## config.mk

```make
export PLATFORM = sky130hd
export DESIGN_NAME = flit_requester
export DESIGN_NICKNAME = d
export VERILOG_FILES = /design/src/rtl/flit_requester.sv
export SDC_FILE = /design/constraint.sdc
export NUM_CORES = 1
export LEC_CHECK = 0
export ABC_AREA = 1
export ABC_CLOCK_PERIOD_IN_PS = 6100
export BUFFER_PORTS_ARGS = -buffer_cell sky130_fd_sc_hd__buf_2
export CORE_ASPECT_RATIO = 1.25
export CORE_MARGIN = 10
export CORE_UTILIZATION = 60
export DETAILED_ROUTE_END_ITERATION = 10
export PLACE_DENSITY = 0.87
export SETUP_SLACK_MARGIN = 0.4
export SYNTH_ARGS = -nofsm -noshare
export SYNTH_HDL_FRONTEND = slang
export SYNTH_SLANG_ARGS = --single-unit
```

## constraint.sdc

```tcl
create_clock -name clk -period 6.1 [get_ports clk]
set_input_delay 0.61 -clock clk [delete_from_list [all_inputs] [get_ports clk]]
set_output_delay 0.61 -clock clk [all_outputs]
set_load 0.005 [all_outputs]
```

## src/rtl/flit_requester.sv

```systemverilog
// Buffers upstream flits, arbitrates for the output with a registered request, and forwards one packet per grant.
// Optional starvation monitor enabled by defining FLIT_REQUESTER_STARVE_MONITOR_EN.
//
// state  | meaning
// IDLE   | waiting for a packet-start flit at the FIFO head; stray body/tail flits are dropped
// REQ    | request_o asserted, waiting for grant_i
// XFER   | output owned; flits forwarded until a tail or head-tail is accepted
module flit_requester #(
  parameter int FLIT_WIDTH   = 34,
  parameter int FIFO_DEPTH   = 4,
  parameter int STARVE_LIMIT = 15
) (
  input  logic                  clk,
  input  logic                  rst,
  input  logic                  in_valid_i,
  input  logic [FLIT_WIDTH-1:0] in_flit_i,
  output logic                  in_ready_o,
  output logic                  request_o,
  input  logic                  grant_i,
  output logic                  out_valid_o,
  output logic [FLIT_WIDTH-1:0] out_flit_o,
  input  logic                  out_ready_i,
  output logic                  release_o,
  output logic                  drop_o,
  output logic                  starve_o
);

  localparam int PTR_W = $clog2(FIFO_DEPTH);
  localparam int CNT_W = $clog2(FIFO_DEPTH + 1);
  localparam logic [CNT_W-1:0] DEPTH_C = CNT_W'(FIFO_DEPTH);

  typedef enum logic [1:0] {
    S_IDLE = 2'd0,
    S_REQ  = 2'd1,
    S_XFER = 2'd2
  } state_t;

  logic [FLIT_WIDTH-1:0] r_mem [FIFO_DEPTH];
  logic [PTR_W-1:0]      r_wptr;
  logic [PTR_W-1:0]      r_rptr;
  logic [CNT_W-1:0]      r_count;
  state_t                r_state;
  logic                  r_request;

  logic                  w_empty;
  logic                  w_full;
  logic [1:0]            w_head_type;
  logic                  w_head_starts;
  logic                  w_head_ends;
  logic                  w_push;
  logic                  w_drop;
  logic                  w_fwd;
  logic                  w_pop;

  assign w_empty       = (r_count == '0);
  assign w_full        = (r_count == DEPTH_C);
  assign w_head_type   = r_mem[r_rptr][FLIT_WIDTH-1 -: 2];
  // head (00) and head-tail (11) open a packet; tail (10) and head-tail close one
  assign w_head_starts = (w_head_type == 2'b00) || (w_head_type == 2'b11);
  assign w_head_ends   = w_head_type[1];

  assign w_push = in_valid_i && !w_full;
  assign w_drop = (r_state == S_IDLE) && !w_empty && !w_head_starts;
  assign w_fwd  = (r_state == S_XFER) && !w_empty && out_ready_i;
  assign w_pop  = w_drop || w_fwd;

  assign in_ready_o  = !w_full;
  assign request_o   = r_request;
  assign out_valid_o = (r_state == S_XFER) && !w_empty;
  assign out_flit_o  = r_mem[r_rptr];
  assign release_o   = w_fwd && w_head_ends;
  assign drop_o      = w_drop;

  always_ff @(posedge clk) begin
    if (w_push) r_mem[r_wptr] <= in_flit_i;
  end

  always_ff @(posedge clk or posedge rst) begin
    if (rst) begin
      r_wptr  <= '0;
      r_rptr  <= '0;
      r_count <= '0;
    end else begin
      if (w_push) r_wptr <= r_wptr + 1'b1;
      if (w_pop)  r_rptr <= r_rptr + 1'b1;
      case ({w_push, w_pop})
        2'b10:   r_count <= r_count + 1'b1;
        2'b01:   r_count <= r_count - 1'b1;
        default: r_count <= r_count;
      endcase
    end
  end

  always_ff @(posedge clk or posedge rst) begin
    if (rst) begin
      r_state   <= S_IDLE;
      r_request <= 1'b0;
    end else begin
      case (r_state)
        S_IDLE: begin
          if (!w_empty && w_head_starts) begin
            r_state   <= S_REQ;
            r_request <= 1'b1;
          end
        end
        S_REQ: begin
          if (grant_i) begin
            r_state   <= S_XFER;
            r_request <= 1'b0;
          end
        end
        S_XFER: begin
          if (w_fwd && w_head_ends) r_state <= S_IDLE;
        end
        default: begin
          r_state   <= S_IDLE;
          r_request <= 1'b0;
        end
      endcase
    end
  end

`ifdef FLIT_REQUESTER_STARVE_MONITOR_EN
  localparam int WAIT_W = (STARVE_LIMIT > 0) ? $clog2(STARVE_LIMIT + 1) : 1;
  localparam logic [WAIT_W-1:0] LIMIT_C = WAIT_W'(STARVE_LIMIT);

  logic [WAIT_W-1:0] r_wait;

  // saturates while ungranted in REQ; any other cycle clears it
  always_ff @(posedge clk or posedge rst) begin
    if (rst) begin
      r_wait <= '0;
    end else if ((r_state == S_REQ) && !grant_i) begin
      if (r_wait != LIMIT_C) r_wait <= r_wait + 1'b1;
    end else begin
      r_wait <= '0;
    end
  end

  assign starve_o = (r_wait == LIMIT_C);
`else
  assign starve_o = 1'b0;
`endif

endmodule
```

==> results of run 1 <==
[how the worst min path moves through the flow]
stage,startpoint,endpoint,slack [ns],cells past startpoint
after floorplan,rst,r_count[0]$_DFFE_PP0P_,0.45,1
after global placement,r_count[2]$_DFFE_PP0P_,r_count[2]$_DFFE_PP0P_,0.48,1
after detailed placement,r_count[2]$_DFFE_PP0P_,r_count[2]$_DFFE_PP0P_,0.49,1
after CTS,rst,r_count[1]$_DFFE_PP0P_,0.17,2
after global routing,rst,r_state[1]$_DFFE_PP0P_,0.20,2
final,rst,r_wptr[1]$_DFFE_PP0P_,0.16,2
[critical path, cell delays in order, from the launching register on]
cell,delay [ns]
dfrtp_1,0.38
inv_1,0.82
o21ai_0,0.33
o22ai_1,0.29
buf_2,0.17
[routing by layer]
layer | wire length, um | GRT usage, %
met2 | 6670 | 30.8
met3 | 947 | 5.36
met4 | 313 | 9.69
met5 | 0 | 0
met1 | 4740 | 20.5
[layout make-up]
| type | instances | area [um^2] |
|---|---|---|
| fillers | 571 | 2510 |
| clock buffers | 22 | 474 |
| flip-flops and latches | 146 | 4340 |
| clock inverters | 10 | 83.8 |
| well taps | 123 | 154 |
| inverters | 19 | 78.8 |
| multi-input cells | 234 | 1240 |
| repair buffers | 79 | 400 |
[synthesized netlist by cell type (all sizes together)]
library cell	n	share of area, %
ha	5	1.1
clkbuf	9	0.59
buf	15	1.8
edfxtp	136	71
conb	1	0.065
a21oi	2	0.17
fa	1	0.35
nand3	11	1.2
nor3	2	0.26
dfrtp	10	4.3
o22ai	32	3.5
inv	19	1.4
o21ai	68	5.9
o21a	1	0.13
xnor2	2	0.30
xor2	2	0.30
nor2	72	4.7
nand2	35	3.1
[registers in the layout (all words and copies together) (netlist names)]
| signal | cells |
|---|---|
| r_state | 2 |
| request_o | 1 |
| r_count | 3 |
| r_rptr | 2 |
| r_wptr | 2 |
| r_mem | 136 |
[kinds of logic after synthesis]
| family | count (synthesis) | synth area share (%) |
|---|---|---|
| adder cells (fa/ha/maj) | 6 | 1.43 |
| buffers and inverters | 43 | 3.72 |
| AO/OA/AOI/OAI | 103 | 9.69 |
| other | 1 | 0.0651 |
| XOR/XNOR | 4 | 0.609 |
| flip-flops | 146 | 75.3 |
| AND/OR/NAND/NOR | 120 | 9.19 |
[placed cells by master, fill, tap and decap left out, types with 2 or more instances in the layout]
| cell type | synthesis | final |
|---|---|---|
| clkbuf_16 | 0 | 17 |
| buf_4 | 8 | 2 |
| nand2_2 | 3 | 3 |
| edfxtp_1 | 136 | 136 |
| clkinvlp_4 | 0 | 2 |
| nand2_1 | 27 | 27 |
| dfrtp_1 | 10 | 9 |
| xnor2_1 | 2 | 2 |
| nand3_1 | 10 | 10 |
| o21ai_0 | 68 | 68 |
| o22ai_1 | 32 | 32 |
| clkinv_2 | 0 | 6 |
| nand2_4 | 5 | 5 |
| ha_1 | 5 | 5 |
| xor2_1 | 2 | 2 |
| clkbuf_8 | 0 | 3 |
| clkbuf_1 | 9 | 2 |
| nor2_1 | 72 | 68 |
| inv_1 | 18 | 18 |
| a21oi_1 | 2 | 2 |
| buf_2 | 6 | 77 |
| nor2_4 | 0 | 4 |
[power breakdown]
part,total (mW),leakage (nW),internal (mW),switching [mW]
Combinational,1.18,0.883,0.385,0.792
Clock,0.968,0.275,0.588,0.379
Sequential,1.41,1.36,1.34,0.0735
Total,3.55,2.52,2.31,1.24
==> results.json, run 1 <==
{
  "drive_gt1_share_pct": 24.5,
  "rsz0062_at_grt": "false",
  "p_per_area_nw_per_um2": 525,
  "start_util_pct": 62.1,
  "antenna_cells": 0,
  "grt_max_degree": 72,
  "cts.sinks": 146,
  "dr.first_iter.drc_count": 387,
  "io_pins": 79,
  "die_area_um2": 13900,
  "netlist_area_um2": 5760,
  "gp_congestion": 0.790,
  "clock_path_buffers": 2,
  "crit_path_max_fanout": 36,
  "slew_viol_final": 0,
  "dp_hpwl_mm": 7.05,
  "ant_nets": 0,
  "hold_buffers": 0,
  "clk_latency_ns": 0.42,
  "dieHeight_um": 130,
  "wl_per_cell_um": 20.0,
  "regToRegSetupSlack_ns": 3.34,
  "period_share_pct": 49.5,
  "r2r-start": "r_rptr[0]$_DFFE_PP0N_",
  "finalSetupViolations": 0,
  "p_leak_nw": 2.52,
  "dpl-instance-area_um2": 6210,
  "status": "completed",
  "fin_setup_tns_ns": 0,
  "hold_viol": 0,
  "fmax_mhz": 331,
  "arrival_ns": 2.41,
  "cp-start-kind": "flip-flop",
  "die_w_um": 108,
  "place_ws_ns": 3.36,
  "syn_to_final_growth_pct": 17.5,
  "syn_nets": 468,
  "cts_tree": "built",
  "rows": 39,
  "syn_avg_cell_area_um2": 13.6,
  "grt_pass1_vias": 3811,
  "drtPass1Iterations": 5,
  "worst_slack_ns": 3.08,
  "post_cts_resize_count": 0,
  "final_util_pct": 73.0,
  "reg2regPathDepth": 13,
  "vias": 3757,
  "grt_pass1_wl_mm": 19.4,
  "power_mw": 3.55,
  "design_area_um2": 6770,
  "cp.required_ns": 5.49,
  "placeableCoreArea_um2": 9270,
  "placed_cells": 601,
  "grt_overflow_total": 0,
  "vias_per_cell": 5.94,
  "cap_viol_max_count": 0,
  "io_buffers": 77,
  "critPathCaptureType": "output pin",
  "htreeDepth": 4,
  "synth_cell_types": 25,
  "route.detailed.drc": 0,
  "ys_seq_area_share_pct": 75.3,
  "path_class": "reg -> out",
  "slew-limit-headroom_pct": 23.4,
  "ys_warn_count": 0,
  "grt_usage_pct": 18.3,
  "netlist_instances": 423,
  "startpoint": "r_rptr[1]$_DFFE_PP0N_",
  "stdcell_count": 633,
  "grt_antenna_before_repair": 0,
  "cts_setup_buffers": 0,
  "finClkSkew_ns": 0.0147,
  "cts_buffers": 17,
  "ys_ff_latch": 146,
  "peakVddDrop_v": 0.000350,
  "postRouteWirelength_mm": 12.7,
  "crit_path_end": "out_flit_o[5]",
  "min_path_type": "in -> async",
  "final_nets": 542,
  "hold-worst-slack_ns": 0.163,
  "cts_root_buf": "clkbuf_16",
  "path_clk_slew_ns": 0.06,
  "worst_pin_slew_ns": 1.15,
  "r2r-end": "r_count[2]$_DFFE_PP0P_",
  "finalCriticalPeriod_ns": 3.02
}
Power figures use the tool's default switching activity.
==> inputs of run 2 (changes only) <==
--- a/config.mk
+++ b/config.mk
@@ -6,13 +6,13 @@
 export NUM_CORES = 1
 export LEC_CHECK = 0
 export ABC_AREA = 1
-export ABC_CLOCK_PERIOD_IN_PS = 6100
+export ABC_CLOCK_PERIOD_IN_PS = 3100
 export BUFFER_PORTS_ARGS = -buffer_cell sky130_fd_sc_hd__buf_2
 export CORE_ASPECT_RATIO = 1.25
 export CORE_MARGIN = 10
-export CORE_UTILIZATION = 60
+export CORE_UTILIZATION = 57
 export DETAILED_ROUTE_END_ITERATION = 10
-export PLACE_DENSITY = 0.87
+export PLACE_DENSITY = 0.83
 export SETUP_SLACK_MARGIN = 0.4
 export SYNTH_ARGS = -nofsm -noshare
 export SYNTH_HDL_FRONTEND = slang
==> constraint.sdc (replaced) <==
create_clock -name clk -period 3.1 [get_ports clk]
set_input_delay 0.31 -clock clk [delete_from_list [all_inputs] [get_ports clk]]
set_output_delay 0.31 -clock clk [all_outputs]
set_load 0.005 [all_outputs]
==> results.json, run 2 (same netlist as run 1, synthesis figures left out) <==
{
  "final_cell_mix": "edfxtp_1, buf_2, nor2_1, o21ai_0, o22ai_1",
  "dp_hpwl_mm": 7.75,
  "p_leak_nw": 2.55,
  "reg2regPathDepth": 13,
  "cts_root_buf": "clkbuf_16",
  "hold_viol": 0,
  "fin_setup_tns_ns": 0,
  "r2r-start": "r_rptr[0]$_DFFE_PP0N_",
  "r2r-end": "r_count[2]$_DFFE_PP0P_",
  "critPathCaptureType": "flip-flop",
  "final_common_cell": "edfxtp_1",
  "arrival_ns": 2.75,
  "dpl-instance-area_um2": 6310,
  "min_path_type": "in -> reg",
  "regToRegSetupSlack_ns": 0.65,
  "rows": 40,
  "grt_pass1_vias": 3881,
  "fmax_mhz": 408,
  "peakVddDrop_v": 0.000577,
  "min_path_cells": 1,
  "power_mw": 6.89,
  "worst_pin_slew_ns": 0.604,
  "finClkSkew_ns": 0.00797,
  "start_util_pct": 59.0,
  "path_class": "reg -> reg",
  "design_area_um2": 6840,
  "grt_use_met1_pct": 20.4,
  "dr.first_iter.drc_count": 336,
  "ant_nets": 0,
  "cap_viol_max_count": 0,
  "antenna_cells": 0,
  "die_w_um": 110,
  "grt_pass1_wl_mm": 19.4,
  "status": "completed",
  "cts.sinks": 146,
  "hold_start": "in_flit_i[27]",
  "fill_cells": 628,
  "period_share_pct": 79.1,
  "cts_tree": "built",
  "grt_overflow_total": 0,
  "die_area_um2": 14500,
  "dieHeight_um": 132,
  "grt_util_met3_pct": 5.82,
  "cp_slowest_cell": "dfrtp_2",
  "min_delay_worst_endpoint": "r_mem[1][27]$_DFFE_PP_",
  "grt_antenna_before_repair": 0,
  "final_nets": 550,
  "slowest_delay_ns": 0.46,
  "route.detailed.drc": 0,
  "htreeDepth": 4,
  "worst_slack_ns": 0.648,
  "grt_usage_pct": 17.6,
  "vias_per_cell": 5.61,
  "crit_path_cell_trace": "inv_8, nand2_1, nand3_1, nand2_2, nand2_4, nand3_4, nand2_4, ha_1, inv_1, fa_1, a21oi_1, o21ai_0, xnor2_1",
  "gp_congestion": 0.790,
  "grt_most_used_layer": "met2",
  "rsz0062_at_grt": "false",
  "placeableCoreArea_um2": 9760,
  "p_per_area_nw_per_um2": 1010,
  "slew_viol_final": 0,
  "cp.required_ns": 3.40,
  "vias": 3609,
  "cts_setup_buffers": 0,
  "io_pins": 79,
  "crit_path_max_fanout": 70,
  "postRouteWirelength_mm": 12.1,
  "crit_family": "simple AND/OR/NAND/NOR gates",
  "grt_use_met2_pct": 28.5,
  "finalSetupViolations": 0,
  "cp-start-kind": "flip-flop",
  "place_ws_ns": 0.580,
  "reg_top3": "r_mem (136), r_count (3)",
  "grt_max_degree": 71,
  "syn_to_final_growth_pct": 18.8,
  "drtPass1Iterations": 5,
  "final_util_pct": 70.1,
  "drive_gt1_share_pct": 24.0,
  "path_clk_slew_ns": 0.06,
  "slew-limit-headroom_pct": 59.6,
  "finalCriticalPeriod_ns": 2.45,
  "crit_path_frequent_cell": "nand2_4",
  "clock_path_buffers": 2,
  "path_buf_inv": 2,
  "io_buffers": 77,
  "wl_per_cell_um": 18.9,
  "top_register": "r_mem",
  "clk_latency_ns": 0.41,
  "largest_reg_flops": 136,
  "cts_buffers": 17
}
[run 2: cell types whose count changed in the layout (fill, tap and decap cells not counted), sizes merged]
cell,previous run,this run
buf,79,86
clkbuf,22,21
clkinv,7,9
clkinvlp,2,0
dlygate4sd3,0,1
[run 2: layout make-up]
cell class	count	area (um^2)	area share [%]
sequential	146	4340	63.4
multi-input combinational	234	1240	18.1
timing repair buffer	87	517	7.56
clock buffer	21	440	6.44
tap	126	158	2.31
inverter	19	78.8	1.15
clock inverter	10	68.8	1.01
[run 2: what timing repair did]
action	4_1_cts	5_1_grt
gates resized for setup	0	1
endpoints found under the hold margin	10	0
hold buffers	1	0
endpoints found under the setup margin	0	1
[run 2: worst register-to-register path: cells and delay by family (launching register included)]
kind            cells  cell delay [ns]
xor+xnor            1             0.14
fa+ha+maj           2             0.52
simple gates        6             0.59
buf+inv             2             0.37
flops               1             0.46
compound gates      2             0.25
[run 2: routing by layer]
metal	vias up	part of all wire (%)
met4	0	1.8
met5	-	0
met1	1755	39
met3	15	6.6
li1	1700	-
met2	139	52
[run 2: stage by stage]
step | hold WS [ns] | instances
detailed placement | 0.328 | 611
global placement | 0.304 | 611
global route | 0.0990 | 643
CTS | 0.0940 | 643
floorplan | 0.150 | 423
finish | 0.109 | 643
[run 2: how the worst max path moves through the flow]
| stage | startpoint | endpoint | slack [ns] | depth (start not counted) |
|---|---|---|---|---|
| global route | r_rptr[0]$_DFFE_PP0N_ | r_count[2]$_DFFE_PP0P_ | 0.44 | 13 |
| floorplan | r_count[0]$_DFFE_PP0P_ | r_mem[0][0]$_DFFE_PP_ | 0.51 | 4 |
| global placement | r_rptr[0]$_DFFE_PP0N_ | r_count[2]$_DFFE_PP0P_ | 0.70 | 13 |
| detailed placement | r_rptr[0]$_DFFE_PP0N_ | r_count[2]$_DFFE_PP0P_ | 0.58 | 13 |
| finish | r_rptr[0]$_DFFE_PP0N_ | r_count[2]$_DFFE_PP0P_ | 0.65 | 13 |
| CTS | r_rptr[0]$_DFFE_PP0N_ | r_count[2]$_DFFE_PP0P_ | 0.56 | 13 |
[run 2: power by group]
part | switching, mW | internal [mW] | leakage (nW)
registers | 0.142 | 2.62 | 1.36
clock network | 0.684 | 1.07 | 0.252
logic | 1.53 | 0.840 | 0.936
==> inputs of run 3 (changes only) <==
--- a/config.mk
+++ b/config.mk
@@ -5,14 +5,14 @@
 export SDC_FILE = /design/constraint.sdc
 export NUM_CORES = 1
 export LEC_CHECK = 0
-export ABC_AREA = 1
-export ABC_CLOCK_PERIOD_IN_PS = 3100
+export ABC_AREA = 0
+export ABC_CLOCK_PERIOD_IN_PS = 2400
 export BUFFER_PORTS_ARGS = -buffer_cell sky130_fd_sc_hd__buf_2
 export CORE_ASPECT_RATIO = 1.25
 export CORE_MARGIN = 10
-export CORE_UTILIZATION = 57
+export CORE_UTILIZATION = 56
 export DETAILED_ROUTE_END_ITERATION = 10
-export PLACE_DENSITY = 0.83
+export PLACE_DENSITY = 0.82
 export SETUP_SLACK_MARGIN = 0.4
 export SYNTH_ARGS = -nofsm -noshare
 export SYNTH_HDL_FRONTEND = slang
==> constraint.sdc (replaced) <==
create_clock -name clk -period 2.4 [get_ports clk]
set_input_delay 0.24 -clock clk [delete_from_list [all_inputs] [get_ports clk]]
set_output_delay 0.24 -clock clk [all_outputs]
set_load 0.005 [all_outputs]
==> results.json, run 3 <==
{
  "status": "completed",
  "min_path_cells": 1,
  "seqCellArea_um2": 4340,
  "hold-worst-slack_ns": 0.0446,
  "gp_congestion": 0.768,
  "final_cell_mix": "edfxtp_1, buf_2, mux4_2, clkbuf_16, buf_4",
  "peakVddDrop_v": 0.000681,
  "seq_power_share_pct": 41.2,
  "crit_path_cell_trace": "mux4_2, xor2_2, a21o_1, ha_2, inv_2, fa_2, xor2_1, nor2_1, xor2_1",
  "grt_antenna_before_repair": 1,
  "grt_usage_pct": 15.8,
  "synth_top_cell_by_area": "edfxtp_1",
  "min_path_type": "in -> reg",
  "synth-edff-count": 136,
  "slew-limit-headroom_pct": 66.2,
  "syn_nets": 282,
  "cts_buffers": 17,
  "period_share_pct": 98.4,
  "slew_viol_final": 0,
  "grt_pass1_wl_mm": 16.2,
  "regToRegSetupSlack_ns": 0.04,
  "drive_gt1_share_pct": 47.7,
  "antenna_cells": 0,
  "dieHeight_um": 131,
  "cap_viol_max_count": 0,
  "reg2regPathDepth": 9,
  "power_frac_clock_pct": 26.0,
  "final_common_cell": "edfxtp_1",
  "crit_path_frequent_cell": "xor2_1",
  "largest_reg_flops": 136,
  "internal_power_mw": 6.31,
  "rows": 40,
  "io_buffers": 77,
  "vias": 2660,
  "fmax_mhz": 423,
  "r2r-end": "r_count[2]$_DFFE_PP0P_",
  "min_delay_worst_endpoint": "r_mem[3][9]$_DFFE_PP_",
  "dp_hpwl_mm": 6.79,
  "cts_tree": "built",
  "p_comb_share_pct": 32.9,
  "reg_top3": "r_mem (136), r_count (3)",
  "swShare_pct": 28.0,
  "synth.most_common_cell": "edfxtp_1",
  "cts.sinks": 146,
  "placed_cells": 443,
  "ys_ff_latch": 146,
  "path_class": "reg -> reg",
  "path_clk_slew_ns": 0.05,
  "async_flop_share_pct": 6.85,
  "clock_path_buffers": 2,
  "wl_per_cell_um": 21.8,
  "fin_setup_tns_ns": 0,
  "worst_pin_slew_ns": 0.507,
  "top_register": "r_mem",
  "startpoint": "r_rptr[0]$_DFFE_PP0N_",
  "fill_cells": 593,
  "final_nets": 389,
  "crit_path_max_fanout": 5,
  "cts_root_buf": "clkbuf_16",
  "start_util_pct": 57.3,
  "synth_top_area_share_pct": 74.1,
  "critPathCaptureType": "flip-flop",
  "syn_avg_cell_area_um2": 23.2,
  "die_w_um": 109,
  "design_area_um2": 6770,
  "arrival_ns": 2.70,
  "netlist_instances": 237,
  "grt_pass1_vias": 2942,
  "postRouteWirelength_mm": 10.5,
  "finalCriticalPeriod_ns": 2.36,
  "ys_warn_count": 0,
  "clk_latency_ns": 0.41,
  "hold_viol": 0,
  "syn_to_final_growth_pct": 22.8,
  "synth_cell_types": 31,
  "ant_nets": 0,
  "dpl-instance-area_um2": 6140,
  "p_leak_nw": 2.46,
  "finClkSkew_ns": 0.00363,
  "die_area_um2": 14200,
  "cp.required_ns": 2.73,
  "htreeDepth": 4,
  "hold_start": "in_flit_i[9]",
  "route.detailed.drc": 0,
  "grt_overflow_total": 0,
  "rsz0062_at_grt": "true",
  "io_pins": 79,
  "p_per_area_nw_per_um2": 1300,
  "slowest_delay_ns": 0.56,
  "stdcell_count": 480,
  "netlist_top_cells_count": "edfxtp_1, mux4_2, dfrtp_1",
  "vias_per_cell": 5.54,
  "cp_slowest_cell": "mux4_2",
  "yosys-top-cells-area": "edfxtp_1, mux4_2, dfrtp_1",
  "drtPass1Iterations": 6,
  "placeableCoreArea_um2": 9610,
  "power_mw": 8.76,
  "yosys_most_used_dff": "edfxtp_1",
  "cp-start-kind": "flip-flop",
  "grt_max_degree": 21,
  "multi_input_area_um2": 1120,
  "dr.first_iter.drc_count": 153,
  "power.switching_mw": 2.45,
  "ys_seq_area_share_pct": 78.7,
  "netlist_area_um2": 5510,
  "finalSetupViolations": 0,
  "r2r-start": "r_rptr[0]$_DFFE_PP0N_"
}
## run 3: cell types whose count changed after synthesis, moves of 4 or more
| cell | before | now |
|---|---|---|
| clkbuf_1 | 9 | 3 |
| nand3_1 | 10 | 1 |
| o22ai_1 | 32 | 0 |
| mux4_2 | 0 | 34 |
| nand2_1 | 27 | 1 |
| and3_1 | 0 | 4 |
| buf_4 | 8 | 2 |
| o21ai_0 | 68 | 2 |
| inv_1 | 18 | 6 |
| nor2_1 | 72 | 2 |
| nand2_4 | 5 | 0 |
## run 3: routing by layer
metal / global-route usage (%) / wire (um) / vias up
met5: 0 / 0 / -
met4: 6.53 / 163 / 0
met1: 17.7 / 3990 / 1380
met2: 26.6 / 5630 / 78
li1: - / - / 1189
met3: 5.73 / 662 / 13
## run 3: stage by stage
stage | setup WS, ns | utilization (%)
3_5_place_dp | 0.00206 | 63.9
6_report | 0.0377 | 70.4
4_1_cts | 0.0550 | 70.1
5_1_grt | -0.0813 | 70.4
3_3_place_gp | 0.0699 | 63.9
2_1_floorplan | -0.0308 | -
## run 3: repair_timing
action	4_1_cts	5_1_grt
endpoints found under the setup margin	28	33
pin swaps	2	1
gates cloned	1	0
buffers inserted	5	1
gates resized for setup	3	4
hold endpoints to repair	10	0
hold buffers	1	0
## run 3: power by group through the flow
stage / sequential (mW) / combinational (mW) / clock, mW
floorplan: 3.56 / 1.70 / 0
global placement: 3.60 / 2.64 / 0
detailed placement: 3.65 / 2.66 / 0
CTS: 3.61 / 2.89 / 2.31
global route: 3.65 / 3.15 / 2.43
finish: 3.61 / 2.88 / 2.27
## run 3: how the worst max path moves through the flow
| stage | end | depth (start not counted) |
|---|---|---|
| floorplan | r_count[2]$_DFFE_PP0P_ | 10 |
| global placement | r_count[2]$_DFFE_PP0P_ | 9 |
| detailed placement | r_count[2]$_DFFE_PP0P_ | 9 |
| CTS | r_count[2]$_DFFE_PP0P_ | 9 |
| global route | r_count[2]$_DFFE_PP0P_ | 9 |
| finish | r_count[2]$_DFFE_PP0P_ | 9 |
## run 3: critical path, delay by kind of cell, from the launching register on
| kind | cells | cell delay (ns) |
|---|---|---|
| AO/OA/AOI/OAI | 1 | 0.16 |
| XOR/XNOR | 3 | 0.48 |
| adder cells (fa/ha/maj) | 2 | 0.51 |
| buffers and inverters | 1 | 0.04 |
| flip-flops | 1 | 0.41 |
| multiplexers | 1 | 0.56 |
| AND/OR/NAND/NOR | 1 | 0.11 |
## run 3: cell type report
type	instances	area share [%]
Sequential cell	146	64.1
Clock inverter	9	1.02
Timing Repair Buffer	99	9.25
Clock buffer	20	6.45
Inverter	6	0.333
Tap cell	126	2.33
Multi-Input combinational cell	74	16.5
## run 3: logic make-up (layout without fill, tap and decap cells)
kind of cell,count (synthesis),count (layout),synth area share (%)
xor gates and xnor gates,7,7,1.11
and+or+nand+nor,18,18,2.11
muxes,36,36,14.3
adders and majority gates,6,6,1.50
buffers and inverters,17,134,1.52
other,1,1,0.0681
DFF,146,146,78.7
AOI/OAI and AO/OA,6,6,0.727
